## config.mk

```make
export PLATFORM = sky130hd
export DESIGN_NAME = riscv_fetch_stage
export DESIGN_NICKNAME = d
export VERILOG_FILES = /design/src/rtl/riscv_fetch_stage.sv
export SDC_FILE = /design/constraint.sdc
export NUM_CORES = 1
export LEC_CHECK = 0
export ABC_AREA = 1
export CORE_MARGIN = 3
export CORE_UTILIZATION = 25
export DETAILED_ROUTE_END_ITERATION = 6
export PLACE_DENSITY = 0.48
export SLEW_MARGIN = 20
export SYNTH_ARGS = -nofsm -noshare
export SYNTH_HDL_FRONTEND = slang
export SYNTH_SLANG_ARGS = --single-unit
export TNS_END_PERCENT = 50
```

## constraint.sdc

```tcl
create_clock -name clk -period 1.7 [get_ports clk]
set_input_delay 0.34 -clock clk [delete_from_list [all_inputs] [get_ports clk]]
set_output_delay 0.34 -clock clk [all_outputs]
set_load 0.02 [all_outputs]
```

## src/rtl/riscv_fetch_stage.sv

```systemverilog
// Instruction-fetch stage: owns the PC, issues one word fetch at a time to
// instruction memory and holds the IF/ID pipeline register.
//
// state    | meaning
// ---------+-------------------------------------------------------------
// ST_FETCH | presenting pc to memory whenever the IF/ID slot can take data
// ST_WAIT  | request accepted, response will be written into IF/ID
// ST_DROP  | request accepted before a redirect, response is discarded
module riscv_fetch_stage #(
   parameter logic [31:0] RESET_PC = 32'h0000_2000,
   parameter logic [31:0] NOP_INST = 32'h0000_0013
) (
   input  logic        clk,
   input  logic        rst_n,
   output logic        imem_req_valid,
   input  logic        imem_req_ready,
   output logic [31:0] imem_req_addr,
   input  logic        imem_rsp_valid,
   input  logic [31:0] imem_rsp_data,
   input  logic        id_stall,
   input  logic        redirect_valid,
   input  logic [31:0] redirect_pc,
   output logic        if_id_valid,
   output logic [31:0] if_id_pc,
   output logic [31:0] if_id_inst,
   output logic [6:0]  if_id_opcode
);

   localparam logic [1:0] ST_FETCH = 2'd0;
   localparam logic [1:0] ST_WAIT  = 2'd1;
   localparam logic [1:0] ST_DROP  = 2'd2;

   logic [1:0]  state_q, state_d;
   logic [31:0] pc_q, pc_d;
   logic        if_id_valid_q, if_id_valid_d;
   logic [31:0] if_id_pc_q, if_id_pc_d;
   logic [31:0] if_id_inst_q, if_id_inst_d;

   logic        slot_free;
   logic        req_valid;
   logic        req_fire;
   logic        consume;
   logic [31:0] redirect_tgt;

   // The slot is free when IF/ID is empty or decode takes it this cycle, so
   // a response can never land on an instruction decode has not consumed.
   assign slot_free    = !if_id_valid_q || !id_stall;
   assign consume      = if_id_valid_q && !id_stall;
   assign redirect_tgt = redirect_pc & 32'hFFFF_FFFC;

   // Request is withdrawn during a redirect and held low while in reset.
   always_comb begin
      req_valid = 1'b0;
      if (rst_n && (state_q == ST_FETCH) && slot_free && !redirect_valid) begin
         req_valid = 1'b1;
      end
   end

   assign req_fire       = req_valid && imem_req_ready;
   assign imem_req_valid = req_valid;
   assign imem_req_addr  = pc_q;

   // Next-state, PC and IF/ID update; a redirect overrides everything else.
   always_comb begin
      state_d       = state_q;
      pc_d          = pc_q;
      if_id_valid_d = if_id_valid_q;
      if_id_pc_d    = if_id_pc_q;
      if_id_inst_d  = if_id_inst_q;

      if (redirect_valid) begin
         pc_d          = redirect_tgt;
         if_id_valid_d = 1'b0;
         if_id_inst_d  = NOP_INST;
         case (state_q)
            ST_FETCH: state_d = req_fire ? ST_DROP : ST_FETCH;
            ST_WAIT,
            ST_DROP:  state_d = imem_rsp_valid ? ST_FETCH : ST_DROP;
            default:  state_d = ST_FETCH;
         endcase
      end else begin
         if (consume) begin
            if_id_valid_d = 1'b0;
            if_id_inst_d  = NOP_INST;
         end
         case (state_q)
            ST_FETCH: begin
               if (req_fire) begin
                  state_d = ST_WAIT;
               end
            end
            ST_WAIT: begin
               if (imem_rsp_valid) begin
                  if_id_valid_d = 1'b1;
                  if_id_pc_d    = pc_q;
                  if_id_inst_d  = imem_rsp_data;
                  pc_d          = pc_q + 32'd4;
                  state_d       = ST_FETCH;
               end
            end
            ST_DROP: begin
               if (imem_rsp_valid) begin
                  state_d = ST_FETCH;
               end
            end
            default: state_d = ST_FETCH;
         endcase
      end
   end

   // State and pipeline registers; reset abandons any outstanding request.
   always_ff @(posedge clk or negedge rst_n) begin
      if (!rst_n) begin
         state_q       <= ST_FETCH;
         pc_q          <= RESET_PC;
         if_id_valid_q <= 1'b0;
         if_id_pc_q    <= 32'h0000_0000;
         if_id_inst_q  <= NOP_INST;
      end else begin
         state_q       <= state_d;
         pc_q          <= pc_d;
         if_id_valid_q <= if_id_valid_d;
         if_id_pc_q    <= if_id_pc_d;
         if_id_inst_q  <= if_id_inst_d;
      end
   end

   assign if_id_valid  = if_id_valid_q;
   assign if_id_pc     = if_id_pc_q;
   assign if_id_inst   = if_id_inst_q;
   assign if_id_opcode = if_id_inst_q[6:0];

endmodule

```

==> results.ini <==
[worst_setup_path]
critPathTopFamily = flip-flops
required_ns = 1.36
crit_cells = 7
r2r-start = state_q[1]
worst-r2r-setup-slack_ns = 0.08
crit_arrival_ns = 1.37
path_cells = inv_2 -> ha_2 -> nand2_2 -> inv_2 -> nand2_2 -> nor2_2 -> buf_6
rr_worst_depth = 11
slowest_delay_ns = 0.39
path_buf_inv = 3
crit_type = reg2out
crit_fanout = 2
endpoint_kind = primary output
startpoint_type = register
r2r_end = imem_req_addr[20]
endpoint = imem_req_valid
slowest_stage = dfrtp_1
cp-startpoint = state_q[1]

[synthesis]
synth_top_area_cell = dfrtp_1
synth_area_um2 = 4776
synth_edf_count = 0
synthesis.instances = 609
dominantRegCellSynth = dfrtp_1
yosysTopAreaCellShare = 0.4768
ys_top_cells_by_count = nand2_1 (136), dfrtp_1 (91), inv_1 (87)
synth.yosys.seq_area_share = 0.4988
syn_area_per_cell_um2 = 7.842
yosysMostFrequentCell = nand2_1
synth_area_leaders = dfrtp_1 (48%), nand2_1 (11%), inv_1 (6.8%), nor2_1 (6.2%), o21ai_0 (5.8%)
ys_seq_elements = 95
yosys_warnings = 0
async_reset_ff_frac = 1.000
yosysUniqueCellTypes = 34

[final_layout]
antenna_cells = 0
syn2layout_area_growth_pct = 56.09
utilization = 0.4067
nNetsFinal = 889
drive_above_1_share = 0.1296
nFillCells = 1817

[drt]
drc = 0
vias = 4716
first_pass_iters = 4
antenna_left = 0
post_drt_wl_per_cell_um = 15.39
wirelength_um = 16120
drt_iter0_markers = 267
avgViaCountPerCell = 4.504

[sta]
fmax_ghz = 0.5840
drv_slew = 0
skew_ns = 0.009188
fin_tns_setup_ns = -0.01224
layout_min_cycle_time_ns = 1.712
period_share = 1.007
whs_ns = 0.06914
hold_violations = 0
setup_ws_ns = -0.01224
setup_viol = 1
maxSlewHeadroom = 0.6471
rsz0062_at_grt = yes
tightest_slew_ns = 0.5293

[clock_network]
cts_inserted_buffers = 9
cts-hold-fix-buffers = 0
cts_root_buf = clkbuf_16
clkSinkCount = 95
cts_tree = yes
cts-htree-levels = 3
ctsLongestPathBuffers = 2
clk_latency_ns = 0.35
clk_pin_slew_ns = 0.07

[run]
cap_violations = 0

[global_route]
grt_max_degree = 96
grt_pass1_wl_um = 25710
antenna_found_initial = 0
grt_pass1_vias = 4696
track_usage = 0.1575
grt_overflow = 0

[pwr]
leakage_nw = 3.714
max-vdd-ir-drop_uv = 579.2
p_total_mw = 8.999
power_density_nw_per_um2 = 1207

[floorplan]
row_count = 49
dieArea_um2 = 20800
die_y_um = 144.2
core_region_area_um2 = 18330
pin_count = 175
start_util = 0.2605
die_w_um = 144.2

[placed_design]
gp_congestion = 0.7689
dp_hpwl_um = 11930
io_buffers = 168

[outcome]
status = finished with violations
failed_checks = negative setup slack

[min_path]
holdCritPathClass = in2async

-- flip-flops by register name, summed over array words and instances, names as in the netlist --
name           flops
imem_req_addr     30
if_id_valid        1
state_q            2
if_id_pc          30
if_id_inst        32
-- worst min-delay path by stage --
stage | start | endpoint | slack [ns] | cells past startpoint
floorplan | rst_n | if_id_inst[10] | 0.04 | 0
global placement | rst_n | if_id_inst[26] | 0.47 | 2
detailed placement | rst_n | if_id_inst[29] | 0.47 | 2
CTS | rst_n | state_q[0] | 0.09 | 2
global route | rst_n | if_id_inst[28] | 0.10 | 2
finish | rst_n | state_q[0] | 0.07 | 2
-- through the flow --
step                std cells  setup slack (ns)  cell area, um^2
CTS                      1038          -0.07193             7242
detailed placement       1024           -0.3233             7019
global placement         1024           -0.3004             7019
floorplan                 612            0.1642             4787
global route             1047           -0.1090             7455
finish                   1047          -0.01224             7455
-- final cells by class --
type,instances,area (um^2),share of cell area
Inverter,90,345.3,0.04632
Timing Repair Buffer,223,2221,0.2979
Tap cell,229,286.5,0.03844
Multi-Input combinational cell,396,1942,0.2605
Sequential cell,95,2382,0.3196
Clock buffer,10,229.0,0.03072
Clock inverter,4,48.80,0.006546
-- cells in the final DEF (no fill, tap or decap), types with 4 or more instances in the layout --
cell,synthesis,layout
buf_4,12,45
conb_1,1,4
nand3_1,48,48
o211ai_1,5,5
dfstp_2,4,4
nor2_1,79,77
inv_1,87,85
clkdlybuf4s50_1,0,97
a22o_1,8,8
nor2_2,7,8
nor2_4,4,6
dfrtp_1,91,91
nand2_2,3,4
clkbuf_16,0,9
dlygate4sd2_1,0,44
nand2_1,136,134
o21ai_0,55,36
inv_2,3,4
nor3_1,4,4
o21ai_1,2,19
a21oi_1,5,5
nand3b_1,4,4
nand4_1,14,14
dlymetal6s2s_1,0,25
buf_12,0,9
-- worst register-to-register path, cell delays in order (launching register included) --
cell and delay, ns:
dfrtp_1 0.39, inv_2 0.06, buf_4 0.09, ha_1 0.14
nand2_2 0.10, buf_6 0.14, nand2_4 0.09, inv_8 0.05
buf_12 0.13, a22o_1 0.17, nor2_1 0.09, nand2_1 0.05
-- report_power, final --
part	total [mW]	internal, mW	switching, mW	leakage (nW)
combinational	3.69	1.69	2.00	2.37
sequential	3.30	2.85	0.452	1.20
clock	2.01	1.12	0.882	0.138
-- metal layers --
layer	track usage	share of wire	vias up	routed length [um]
met5	0	0	-	0
met4	0.03780	0.010	0	168
met3	0.02844	0.045	11	731
met2	0.2604	0.48	125	7787
met1	0.2154	0.46	2249	7427
li1	-	-	2331	-
-- cells by family after synthesis --
group           after synthesis  share of synthesized area
flops                        95                     0.4988
fa+ha+maj                     4                    0.01048
other cells                   1                  0.0007852
simple gates                301                     0.2751
xor+xnor                      1                   0.001834
compound gates               85                     0.1032
buf+inv                     122                     0.1098
-- repair_timing --
action                                  in CTS  in global routing
endpoints found under the setup margin      77                 78
buffers inserted                             0                  8
pin swaps                                    0                  5
cloned                                       0                  1
resized for setup                           51                 63
Power figures use the tool's default switching activity.
